<file path="src/rtl/uart_rx_pkg.sv">
// Shared types and frame geometry for the UART receive path.
package uart_rx_pkg;

  localparam int DATA_BITS  = 7;
  localparam int FRAME_BITS = 9;

  typedef enum logic [2:0] {
    IDLE,
    START,
    DATA,
    PARITY,
    STOP,
    BREAK_WAIT
  } state_t;

  function automatic logic maj3(input logic a, input logic b, input logic c);
    return (a & b) | (a & c) | (b & c);
  endfunction

endpackage

</file>
<file path="src/rtl/uart_rx_if.sv">
// Host-side valid/ready handshake carrying the received byte and its error flags.
interface uart_rx_if;
  import uart_rx_pkg::*;

  logic                 rx_valid;
  logic                 rx_ready;
  logic [DATA_BITS-1:0] rx_data;
  logic                 parity_error;
  logic                 framing_error;
  logic                 overrun_error;

  modport master (
    output rx_valid, rx_data, parity_error, framing_error, overrun_error,
    input  rx_ready
  );

  modport slave (
    input  rx_valid, rx_data, parity_error, framing_error, overrun_error,
    output rx_ready
  );

endinterface

</file>
<file path="src/rtl/uart_rx_bit_timer.sv">
// Bit-period counter with mid-bit strobe; UART_RX_MAJORITY_VOTE_EN adds mid-1/mid+1 strobes.
module uart_rx_bit_timer #(
  parameter int CLKS_PER_BIT = 434
) (
  input  logic clk,
  input  logic rst_n,
  input  logic restart,
`ifdef UART_RX_MAJORITY_VOTE_EN
  output logic mid_m1_stb,
  output logic mid_p1_stb,
`endif
  output logic mid_stb
);

  localparam int CW  = $clog2(CLKS_PER_BIT);
  localparam int MID = CLKS_PER_BIT / 2;

  logic [CW-1:0] cnt;

  // The cycle that raises restart is itself bit time 0, so the counter lands on 1.
  always_ff @(posedge clk or negedge rst_n) begin
    if (!rst_n)
      cnt <= '0;
    else if (restart)
      cnt <= CW'(1);
    else if (cnt == CW'(CLKS_PER_BIT - 1))
      cnt <= '0;
    else
      cnt <= cnt + CW'(1);
  end

  assign mid_stb = (cnt == CW'(MID));

`ifdef UART_RX_MAJORITY_VOTE_EN
  assign mid_m1_stb = (cnt == CW'(MID - 1));
  assign mid_p1_stb = (cnt == CW'(MID + 1));
`endif

endmodule

</file>
<file path="src/rtl/uart_rx_controller.sv">
// UART receiver: 7 data bits LSB-first, odd parity, 1 stop, valid/ready host handshake.
// Build option UART_RX_MAJORITY_VOTE_EN: 2-of-3 vote around mid-bit instead of a single sample.
module uart_rx_controller
  import uart_rx_pkg::*;
#(
  parameter int CLKS_PER_BIT = 434
) (
  input  logic        clk,
  input  logic        rst_n,
  input  logic        rx,
  output logic        busy,
  uart_rx_if.master   host
);

  logic                  rx_meta;
  logic                  rxs;
  state_t                state;
  logic [2:0]            bit_idx;
  logic                  done;
  logic [FRAME_BITS-1:0] frame;
  logic                  restart;
  logic                  mid_stb;
  logic                  bit_stb;
  logic                  bit_val;
  logic                  parity_ok;
  logic                  stop_bad;

  always_ff @(posedge clk or negedge rst_n) begin
    if (!rst_n) begin
      rx_meta <= 1'b1;
      rxs     <= 1'b1;
    end else begin
      rx_meta <= rx;
      rxs     <= rx_meta;
    end
  end

  assign restart = (state == IDLE) && !rxs;

`ifdef UART_RX_MAJORITY_VOTE_EN
  logic mid_m1_stb;
  logic mid_p1_stb;
  logic vote_a;
  logic vote_b;

  uart_rx_bit_timer #(.CLKS_PER_BIT(CLKS_PER_BIT)) u_timer (
    .clk        (clk),
    .rst_n      (rst_n),
    .restart    (restart),
    .mid_m1_stb (mid_m1_stb),
    .mid_p1_stb (mid_p1_stb),
    .mid_stb    (mid_stb)
  );

  always_ff @(posedge clk) begin
    if (mid_m1_stb) vote_a <= rxs;
    if (mid_stb)    vote_b <= rxs;
  end

  // Third vote is the live sample at mid+1; the FSM registers the decision there.
  assign bit_stb = mid_p1_stb;
  assign bit_val = maj3(vote_a, vote_b, rxs);
`else
  uart_rx_bit_timer #(.CLKS_PER_BIT(CLKS_PER_BIT)) u_timer (
    .clk     (clk),
    .rst_n   (rst_n),
    .restart (restart),
    .mid_stb (mid_stb)
  );

  assign bit_stb = mid_stb;
  assign bit_val = rxs;
`endif

  always_ff @(posedge clk) begin
    if (bit_stb) begin
      case (state)
        DATA:    frame[bit_idx]        <= bit_val;
        PARITY:  frame[DATA_BITS]      <= bit_val;
        STOP:    frame[FRAME_BITS - 1] <= bit_val;
        default: ;
      endcase
    end
  end

  // Errors are evaluated on the captured frame, valid on the cycle done is high.
  assign parity_ok = ^frame[DATA_BITS:0];
  assign stop_bad  = !frame[FRAME_BITS - 1];

  always_ff @(posedge clk or negedge rst_n) begin
    if (!rst_n) begin
      state              <= IDLE;
      bit_idx            <= '0;
      done               <= 1'b0;
      busy               <= 1'b0;
      host.rx_valid      <= 1'b0;
      host.rx_data       <= '0;
      host.parity_error  <= 1'b0;
      host.framing_error <= 1'b0;
      host.overrun_error <= 1'b0;
    end else begin
      done               <= 1'b0;
      host.overrun_error <= 1'b0;

      case (state)
        IDLE: begin
          if (!rxs) begin
            state <= START;
            busy  <= 1'b1;
          end
        end
        START: begin
          if (bit_stb) begin
            if (bit_val) begin
              state <= IDLE;
              busy  <= 1'b0;
            end else begin
              state   <= DATA;
              bit_idx <= '0;
            end
          end
        end
        DATA: begin
          if (bit_stb) begin
            if (bit_idx == 3'(DATA_BITS - 1))
              state <= PARITY;
            else
              bit_idx <= bit_idx + 3'd1;
          end
        end
        PARITY: begin
          if (bit_stb) state <= STOP;
        end
        STOP: begin
          if (bit_stb) begin
            done <= 1'b1;
            if (bit_val) begin
              state <= IDLE;
              busy  <= 1'b0;
            end else begin
              state <= BREAK_WAIT;
            end
          end
        end
        BREAK_WAIT: begin
          if (rxs) begin
            state <= IDLE;
            busy  <= 1'b0;
          end
        end
        default: begin
          state <= IDLE;
          busy  <= 1'b0;
        end
      endcase

      // A completion may reload the output in the same cycle the host takes the old one.
      if (done && (!host.rx_valid || host.rx_ready)) begin
        host.rx_valid      <= 1'b1;
        host.rx_data       <= frame[DATA_BITS-1:0];
        host.parity_error  <= !parity_ok;
        host.framing_error <= stop_bad;
      end else if (done) begin
        host.overrun_error <= 1'b1;
      end else if (host.rx_valid && host.rx_ready) begin
        host.rx_valid <= 1'b0;
      end
    end
  end

endmodule
</file>
<file path="src/flat_wrapper.sv">
// flat-port wrapper written by rule: the top's interface ports become plain ports
module uart_rx_controller_flat import uart_rx_pkg::*;
#(
  parameter int CLKS_PER_BIT = 434
)
  (clk, rst_n, rx, busy, host_rx_valid, host_rx_data, host_parity_error, host_framing_error, host_overrun_error, host_rx_ready);
  uart_rx_if host_i ();
  input  logic clk;
  input  logic rst_n;
  input  logic rx;
  output logic busy;
  output wire logic [$bits(host_i.rx_valid)-1:0] host_rx_valid;
  output wire logic [$bits(host_i.rx_data)-1:0] host_rx_data;
  output wire logic [$bits(host_i.parity_error)-1:0] host_parity_error;
  output wire logic [$bits(host_i.framing_error)-1:0] host_framing_error;
  output wire logic [$bits(host_i.overrun_error)-1:0] host_overrun_error;
  input wire logic [$bits(host_i.rx_ready)-1:0] host_rx_ready;
  assign host_rx_valid = host_i.rx_valid;
  assign host_rx_data = host_i.rx_data;
  assign host_parity_error = host_i.parity_error;
  assign host_framing_error = host_i.framing_error;
  assign host_overrun_error = host_i.overrun_error;
  assign host_i.rx_ready = host_rx_ready;
  uart_rx_controller #(.CLKS_PER_BIT(CLKS_PER_BIT)) u_core (.clk(clk), .rst_n(rst_n), .rx(rx), .busy(busy), .host(host_i));
endmodule
</file>
<file path="config.mk">
export PLATFORM = sky130hd
export DESIGN_NAME = uart_rx_controller_flat
export DESIGN_NICKNAME = d
export VERILOG_FILES = /design/src/rtl/uart_rx_pkg.sv /design/src/rtl/uart_rx_if.sv /design/src/rtl/uart_rx_bit_timer.sv /design/src/rtl/uart_rx_controller.sv /design/src/flat_wrapper.sv
export SDC_FILE = /design/constraint.sdc
export NUM_CORES = 1
export LEC_CHECK = 0
export ABC_CLOCK_PERIOD_IN_PS = 2100
export CORE_ASPECT_RATIO = 0.5
export CORE_MARGIN = 10
export CORE_UTILIZATION = 59
export CTS_BUF_LIST = sky130_fd_sc_hd__clkbuf_8
export CTS_CLUSTER_DIAMETER = 120
export CTS_CLUSTER_SIZE = 30
export DETAILED_ROUTE_END_ITERATION = 8
export PLACE_DENSITY = 0.81
export SLEW_MARGIN = 25
export SYNTH_ARGS = -nofsm -noshare
export SYNTH_HDL_FRONTEND = slang
export SYNTH_SLANG_ARGS = --single-unit
</file>
<file path="constraint.sdc">
create_clock -name clk -period 2.1 [get_ports clk]
set_input_delay 0.525 -clock clk [delete_from_list [all_inputs] [get_ports clk]]
set_output_delay 0.525 -clock clk [all_outputs]
set_load 0.1 [all_outputs]
</file>
==> qor.yml, run 1 <==
synth_warnings: 0
vias: 1214
dr.pass1.iters: 4
rr_startpoint: "u_core.u_timer.cnt[1]"
synth_edf_count: 9
hold_class: "reg2reg"
drive_above_1_share: 0.199
remaining_drc_errors: 0
holdBufCountCts: 0
worst_clock_skew_ns: 0.00330
p_int_mw: 1.01
tritoncts.num_buffers: 5
n_antenna_cell: 0
cts_root_buf: "clkbuf_8"
endpoint_kind: "flop"
hold_viol_final: 0
grt_pass1_vias: 1250
switching_share: 0.208
worstMarginPinSlew_ns: 0.581
synth_cell_types: 41
die_area_mm2: 0.00589
dp_hpwl_mm: 2.26
p_switching_mw: 0.267
fmax_mhz: 517
ys.flop_type: "dfrtp_1"
wl_per_cell_um: 14.5
cp-startpoint: "u_core.u_timer.cnt[1]"
pwr-share-clk: 0.371
die_w_um: 99.0
cts_resized: 0
pwr_density_cell_mw_per_mm2: 609
fill_cells: 228
cp_data_arrival_time_ns: 1.93
syn_area_per_cell_um2: 11.4
antenna_found_initial: 0
grt_overflow: 0
path_clk_slew_ns: 0.07
setup_viol: 0
async_flop_share: 0.769
finalMaxSlewViolations: 0
numPortBuffers: 15
drt_wl_total_mm: 3.22
p_comb_frac: 0.019
ant_nets: 0
grt_max_degree: 31
start_util: 0.614
fin_crit_sh: 0.921
cp_max_fo: 7
grtUsageTotal: 0.117
status: "finished, final reports clean"
r2r_setup_slack_ns: 0.17
rows: 14
syn_to_final_growth_pct: 14.3
final_nets: 188
syn-num-nets: 169
power_frac_seq: 0.611
synth_seq_cells: 39
cts-htree-levels: 2
placed_area_mm2: 0.00202
ys_seq_area_frac: 0.556
drt-initial-drc-count: 106
hold_start: "u_core.rx_meta"
clock_path_buffers: 2
viasPerCell: 5.49
fin_crit_ns: 1.93
worst_r2r_path_depth: 6
p_leak_nw: 0.886
required_ns: 2.09
postCtsSetupBuffers: 0
syn_area_mm2: 0.00184
gp_congestion: 0.838
min_path_cells: 0
setup_tns_ns: 0
final_area_mm2: 0.00210
slew_headroom: 0.610
utilization: 0.702
maxCapViolCount: 0
grt_pass1_wl_mm: 5.65
cts.sinks: 39
pin_count: 16
path_class: "reg2reg"
r2r-end: "u_core.frame[0]"
cp-start-kind: "flop"
die_height_um: 59.5
synthCells: 161
holdPathEnd: "u_core.bit_val"
vdd_drop_max_uv: 369
clk_latency_ns: 0.28
placeableCoreArea_mm2: 0.00300
cts_tree: "yes"
grt_setup_unrepaired: "no"
## layout by cell type, fill, tap and decap left out, types with 2 or more instances in the layout
master	synthesis	final
nor2_1	20	20
clkdlybuf4s50_1	0	3
a22o_1	2	2
nand2_1	10	10
o21ai_0	5	5
and3_1	5	5
xnor2_1	11	11
nor3_1	6	6
ha_1	4	4
xor2_1	3	3
clkbuf_8	0	5
dfrtp_1	28	28
dfstp_2	2	2
nor3b_1	2	2
edfxtp_1	9	9
buf_4	0	15
nand3_1	5	5
a21o_1	2	2
mux2_2	8	8
nand4bb_1	2	2
nor2b_1	2	2
a21oi_1	2	2
nand2b_1	2	2
inv_1	5	6
nor3_2	2	2
a31oi_1	2	2
## worst max-delay path by stage
stage                             end  slack (ns)  cells after the start
2_1_floorplan  u_core.host.rx_data[1]        0.11                      4
3_3_place_gp   u_core.host.rx_data[6]        0.20                      4
3_5_place_dp          u_core.frame[1]        0.17                      6
4_1_cts               u_core.frame[1]        0.16                      6
5_1_grt               u_core.frame[2]        0.03                      6
6_report              u_core.frame[0]        0.17                      6
## synthesized netlist by cell type, drive strengths merged (3+ instances only)
cell type / n / area (µm²)
edfxtp: 9 / 270
nand2: 10 / 37.5
xor2: 3 / 26.3
xnor2: 11 / 96.3
nor3: 8 / 50.1
dfrtp: 28 / 701
o21ai: 6 / 30.0
clkbuf: 5 / 18.8
nand3: 5 / 25.0
mux2: 8 / 90.1
nor2: 20 / 75.1
and3: 5 / 31.3
ha: 4 / 50.1
inv: 5 / 18.8
## logic make-up (layout without fill, tap and decap cells)
logic type / count (synthesis) / after routing / share of synthesized area
muxes: 9 / 9 / 0.0544
adders and majority gates: 4 / 4 / 0.0272
and+or+nand+nor: 61 / 61 / 0.181
buffers and inverters: 12 / 32 / 0.0292
xor gates and xnor gates: 14 / 14 / 0.0666
AOI/OAI and AO/OA: 22 / 22 / 0.0857
DFF: 39 / 39 / 0.556
## power groups by stage
| stage | sequential, mW | combinational (mW) | clock (mW) |
|---|---|---|---|
| 2_1_floorplan | 0.795 | 0.00514 | 0 |
| 3_3_place_gp | 0.796 | 0.0237 | 0 |
| 3_5_place_dp | 0.797 | 0.0246 | 0 |
| 4_1_cts | 0.781 | 0.0249 | 0.501 |
| 5_1_grt | 0.782 | 0.0272 | 0.533 |
| 6_report | 0.782 | 0.0238 | 0.475 |
## per-layer routing
layer	track usage	vias up	wire length, µm
met5	0	-	0
met4	0.0426	0	6
met3	0.0547	2	230
met2	0.185	26	1480
met1	0.138	583	1500
li1	-	603	-
## stage by stage
step	total power [mW]	hold slack [ns]	setup WS (ns)	std cells
after floorplan	0.800	0.229	0.110	161
after global placement	0.820	0.346	0.203	213
after detailed placement	0.821	0.349	0.170	213
after CTS	1.31	0.359	0.161	221
after global routing	1.34	0.364	0.0349	221
final	1.28	0.358	0.165	221
## flip-flops by register name (all words and copies together), names as in the netlist
register                   flops
u_core.bit_val                 1
u_core.state                   3
u_core.host.rx_data            7
u_core.host.framing_error      1
u_core.frame                   9
u_core.bit_idx                 3
u_core.host.overrun_error      1
u_core.host.rx_valid           1
u_core.busy                    1
u_core.u_timer.cnt             9
u_core.rx_meta                 1
u_core.host.parity_error       1
u_core.done                    1
## worst max-delay path: stages (launching register included)
cell,delay (ns)
dfrtp_1,0.40
inv_1,0.06
ha_1,0.20
nand4b_4,0.12
or2_1,0.32
or3_1,0.41
nor3_2,0.12
## area by class of cell
class                      instances  area, µm²  share of cell area
inverter                           5       18.8             0.00892
sequential                        39       1020               0.487
clock inverter                     3       16.3             0.00773
tap                               40       50.0              0.0238
clock buffer                       5       68.8              0.0327
timing repair buffer              19        163              0.0773
multi-input combinational        110        763               0.363
(Power assumes the default switching activity.)
==> run 2, diff against run 1 <==
Settings changed: SKIP_CTS_REPAIR_TIMING from default to 1.
==> results of run 2 <==
Final layout, timing and power as in run 1 (identical DEF).
==> patch 1, RTL diff (settings of run 1) <==
Re-encode `state_t` (6 states) as one-hot, 6 bits wide.
--- a/src/rtl/uart_rx_pkg.sv
+++ b/src/rtl/uart_rx_pkg.sv
@@ -5,11 +5,11 @@
   localparam int FRAME_BITS = 9;
 
-  typedef enum logic [2:0] {
-    IDLE,
-    START,
-    DATA,
-    PARITY,
-    STOP,
-    BREAK_WAIT
+  typedef enum logic [5:0] {
+    IDLE       = 6'b000001,
+    START      = 6'b000010,
+    DATA       = 6'b000100,
+    PARITY     = 6'b001000,
+    STOP       = 6'b010000,
+    BREAK_WAIT = 6'b100000
   } state_t;
 
Function: same outputs for any inputs over 10 cycles, from zero or initial values and one cycle with rst_n low; not proved beyond that.
==> patch 1 against run 1 <==
Sequential cell count up 3. Critical path depth rose by 1. Synthesized area up 17%. Synthesized cell count up 19%. Final area rose by 15%. Worst setup slack worse by 0.054 ns. Routed wire length increased by 17%. Critical path type unchanged.
Power is not compared: it rests on default switching activity, and its combinational part moved more than twofold at a synthesized area within 25%.
==> patch 1: results (changes against run 1) <==
- The proportion of layout cells with a drive suffix above 1 is 22.3% (was 19.9%).
- The post-synthesis share of cell area spent on xor and xnor gates came to 6.13% (was 6.66%).
- The total instance count after detailed placement was 254 (was 213).
- The routed length per placed instance is 14.4 um (was 14.5 um).
- Leading registers by flop count: u_core.frame: 9 flops, u_core.u_timer.cnt: 9 flops, u_core.host.rx_data: 7 flops (unchanged).
- The total track usage is 12.0% (was 11.7%).
- The initial antenna violation count is 0 (unchanged).
- The worst slew margin relative to its limit was 68.5% (was 61.0%).
- The number of global-route vias before repair is 1,423 (was 1,250).
- The worst hold slack is 0.369 ns (was 0.358 ns).
- The sequential share of the synthesized area is 51.3% (was 55.6%).
- The non-filler instance count after layout is 262 (was 221).
- The highest net fanout along the worst path came to 8 (was 7).
- The maximum number of pins on one net before global-route repair is 34 (was 31).
- The clock root buffer master is sky130_fd_sc_hd__clkbuf_8 (unchanged).
- The signal arrival time at the worst endpoint is 2.21 ns (was 1.93 ns).
- The slowest cell on the critical path is sky130_fd_sc_hd__dfrtp_1 (was sky130_fd_sc_hd__or3_1).
- The number of diodes came to 0 (unchanged).
- The number of nets in the synthesized netlist was 199 (was 169).
- Run status: finished clean (unchanged).
- The maximum count of clock buffers along a single path is 2 (unchanged).
- Clock-pin slew was measured on the worst setup and hold paths at 0.08 ns.
- The global-route wire length before repair was 6560 um (was 5650 um).
- The last weighted congestion value of the routability-driven placer is 0.800 (was 0.838).
- Leading cell types by count after synthesis: sky130_fd_sc_hd__dfrtp_1 (30), sky130_fd_sc_hd__nor2_1 (16), sky130_fd_sc_hd__nand2_1 (13) (was sky130_fd_sc_hd__dfrtp_1 (28), sky130_fd_sc_hd__nor2_1 (20), sky130_fd_sc_hd__xnor2_1 (11)).
- The total number of nets in the final design was 218 (was 188).
- The number of design-rule violations left by the first detailed-router iteration is 149 (was 106).
- The number of buffers inserted during clock tree synthesis is 5 (unchanged).
- The half-perimeter wire length after placement is 2690 um (was 2260 um).
- Largest cells by area after synthesis: sky130_fd_sc_hd__dfrtp_1 (35%), sky130_fd_sc_hd__edfxtp_1 (13%), sky130_fd_sc_hd__xnor2_1 (4.1%) (was sky130_fd_sc_hd__dfrtp_1 (38%), sky130_fd_sc_hd__edfxtp_1 (15%), sky130_fd_sc_hd__xnor2_1 (5.2%)).
- The multiplexer share of the synthesized area came to 5.31% (was 5.44%).
- The maximum single-stage delay on the critical path is 0.47 ns (was 0.41 ns).
- The arithmetic-cell share of the synthesized area counting full adders, half adders and majority gates is 2.33% (was 2.72%).
- The per-cell via count in the routed design came to 5.72 (was 5.49).
- The analysis attributes to cell leakage a power of 1.05 nW.
- The fraction of the mapped netlist area in compound gates is 8.52% (was 8.57%).
- The count of unique library cells instantiated by Yosys was 55 (was 41).
- The number of fillers in the final layout is 239 (was 228).
- The setup skew after layout is 0.00492 ns (was 0.00330 ns).
- The synthesized area per cell is 11.2 sq um (was 11.4 sq um).
- The proportion of synthesized flip-flops having asynchronous set or reset came to 78.6% (was 76.9%).
- The path category of the worst min-delay check is reg2reg (unchanged).
patch 1: critical path: cells and delay by family (launching register included):
family / cells / cell delay (ns)
fa+ha+maj: 1 / 0.24
compound gates: 1 / 0.45
buf+inv: 2 / 0.33
simple gates: 2 / 0.26
flops: 1 / 0.47
mux: 1 / 0.18
patch 1: cells by family (layout without fill, tap and decap cells):
family | count (synthesis) | after routing
AO/OA/AOI/OAI | 25 | 25
XOR/XNOR | 15 | 15
AND/OR/NAND/NOR | 83 | 83
buffers and inverters | 12 | 32
adder cells (fa/ha/maj) | 4 | 4
flip-flops | 42 | 42
multiplexers | 10 | 10
patch 1: final timing paths:
| path | from | to | slack (ns) | cells past startpoint |
|---|---|---|---|---|
| max reg2reg | u_core.bit_idx[0] | u_core.state[2] | 0.11 | 7 |
| min in group asynchronous | rst_n | u_core.host.parity_error | 0.64 | 2 |
| max | u_core.bit_idx[0] | u_core.state[2] | 0.11 | 7 |
| min reg2reg | u_core.rx_meta | u_core.bit_val | 0.37 | 0 |
| max in group asynchronous | rst_n | u_core.state[0] | 1.13 | 2 |
| min | u_core.rx_meta | u_core.bit_val | 0.37 | 0 |
patch 1: per-layer routing:
metal,share of wire (%),routed length [um],up-vias,global-route usage [%]
li1,-,-,723,-
met1,46,1720,717,14.5
met2,46,1720,53,18.4
met3,7.1,266,5,4.12
met4,1.7,63,0,6.29
met5,0,0,-,0
patch 1: area by class of cell:
cell class | instances | share of cell area [%]
clock buffers | 5 | 2.85
inverters | 7 | 1.09
flip-flops and latches | 42 | 45.6
multi-input cells | 137 | 40.4
repair buffers | 17 | 5.60
well taps | 51 | 2.64
clock inverters | 3 | 1.81
patch 1: per-stage QoR:
step                      instance area (sq um)  setup slack, ns  util (%)
final                                      2410            0.112      69.5
after floorplan                            2140            0.110         -
after CTS                                  2410            0.120      69.5
after detailed placement                   2300            0.158      66.3
after global routing                       2410           0.0135      69.5
after global placement                     2300            0.233      66.3
patch 1: where the power goes:
group          internal [W]  total [W]  switching [W]  leakage [nW]
Combinational      0.000298   0.000697       0.000399         0.468
Clock              0.000356   0.000630       0.000274        0.0585
Sequential         0.000937    0.00111       0.000173         0.522
Total               0.00159    0.00244       0.000847          1.05
==> patch 2, RTL diff (config.mk and constraints of run 1) <==
Made on the original files. The option `UART_RX_MAJORITY_VOTE_EN` is turned on by a define.
--- a/src/rtl/uart_rx_bit_timer.sv
+++ b/src/rtl/uart_rx_bit_timer.sv
@@ -1,3 +1,5 @@
 // Bit-period counter with mid-bit strobe; UART_RX_MAJORITY_VOTE_EN adds mid-1/mid+1 strobes.
+`define UART_RX_MAJORITY_VOTE_EN
+
 module uart_rx_bit_timer #(
   parameter int CLKS_PER_BIT = 434
Formal check against the unedited RTL: same outputs for any inputs over 10 cycles, from zero or initial values and one cycle with rst_n low; that may be too few to reach the edited logic, so the function may still have changed.
==> patch 2 against run 1 <==
Sequential cell count is 2 higher. Cell count up 8.1%. Count of clock-buffer cells in the layout stayed put. Via count rose by 14%. Synthesized area is 9.2% higher. Clock power grew 4%. Critical endpoint unchanged. Critical path depth did not move. Routed wire length up 5.4%. Non-clock buffer count down 1. Total power up 4.4%. Worst hold slack improved by 0.0019 ns. Highest routed layer unchanged. Final area increased by 8.4%. Fmax grew 1.8%. Worst setup slack better by 0.034 ns. Critical path type unchanged.
==> patch 2: results (changes against run 1) <==
- The peak supply drop came to 0.287 mV (was 0.369 mV).
- The total track usage is 11.7% (about the same).
- The number of fillers in the final layout was 242 (was 228).
- Run status: finished clean (unchanged).
- The count of unique library cells instantiated by Yosys came to 48 (was 41).
- The proportion of synthesized flip-flops having asynchronous set or reset came to 73.2% (was 76.9%).
- The number of design-rule violations left by the first detailed-router iteration is 41 (was 106).
- The leakage dissipation is 0.996 nW (was 0.886 nW).
- The met1 track demand over resource is 14.9% (was 13.8%).
- The endpoint with the worst hold slack is u_core.rxs (was u_core.bit_val).
- The share of power burned in combinational logic is 1.6% (was 1.9%).
- The non-filler instance count after layout was 239 (was 221).
- The source of the worst register-to-register timing path was u_core.u_timer.cnt[0] (was u_core.u_timer.cnt[1]).
- The sequential share of the synthesized area is 53.9% (was 55.6%).
- The detailed-routed wire length on met3 is 252 um (was 230 um).
- The last weighted congestion value of the routability-driven placer is 0.843 (was 0.838).
- Leading cell types by count after synthesis: sky130_fd_sc_hd__dfrtp_1 (28), sky130_fd_sc_hd__nor2_1 (23), sky130_fd_sc_hd__edfxtp_1 (11) (was sky130_fd_sc_hd__dfrtp_1 (28), sky130_fd_sc_hd__nor2_1 (20), sky130_fd_sc_hd__xnor2_1 (11)).
- The half-perimeter wire length after placement came to 2440 um (was 2260 um).
- The net switching power of the design is 0.000281 W (was 0.000267 W).
- The met2 layer wire length in the routed design is 1470 um (was 1480 um).
- The met2 usage is 18.1% (was 18.5%).
- The total number of nets in the final design is 208 (was 188).
- The global-route track usage on met3 is 4.36% (was 5.47%).
- The combinational power is 0.0000214 W (was 0.0000238 W).
- The per-cell via count in the routed design is 5.77 (was 5.49).
- The proportion of layout cells with a drive suffix above 1 is 22.1% (was 19.9%).
==> patch 2: cell count changes after synthesis, moves of 3 or more <==
cell                      change
sky130_fd_sc_hd__nor2_1       +3
sky130_fd_sc_hd__and3_1       -3
sky130_fd_sc_hd__xnor2_1      -3
sky130_fd_sc_hd__nor3_1       -4
sky130_fd_sc_hd__nand4_1      +4
sky130_fd_sc_hd__and3_2       +4
sky130_fd_sc_hd__xor2_1       +3
sky130_fd_sc_hd__inv_1        +3
==> patch 2: area by class of cell <==
type | instances | share of cell area, %
clock inverters | 3 | 0.768
inverters | 8 | 1.32
clock buffers | 5 | 3.02
repair buffers | 18 | 6.81
flip-flops and latches | 41 | 47.5
multi-input cells | 124 | 38.4
well taps | 40 | 2.20
==> patch 2: what timing repair did <==
| item | 4_1_cts | 5_1_grt |
|---|---|---|
| hold buffers | 0 | 0 |
| gates resized for setup | 0 | 1 |
| endpoints found under the setup margin | 0 | 1 |
==> patch 2: worst max path at each step <==
| stage | startpoint | end | slack [ns] | cells after the start |
|---|---|---|---|---|
| 2_1_floorplan | u_core.host.rx_valid | u_core.host.rx_data[1] | 0.11 | 4 |
| 3_3_place_gp | host_rx_ready | u_core.host.rx_data[6] | 0.21 | 4 |
| 3_5_place_dp | u_core.u_timer.cnt[0] | u_core.frame[0] | 0.14 | 6 |
| 4_1_cts | u_core.u_timer.cnt[0] | u_core.frame[0] | 0.12 | 6 |
| 5_1_grt | u_core.u_timer.cnt[0] | u_core.frame[0] | 0.05 | 6 |
| 6_report | u_core.u_timer.cnt[0] | u_core.frame[0] | 0.20 | 6 |
==> patch 2: cells by family after synthesis <==
logic type                 synth area share (%)
muxes                                      3.92
buffers and inverters                      2.74
xor gates and xnor gates                   6.10
and+or+nand+nor                            20.0
AOI/OAI and AO/OA                          9.65
DFF                                        53.9
adders and majority gates                  3.73
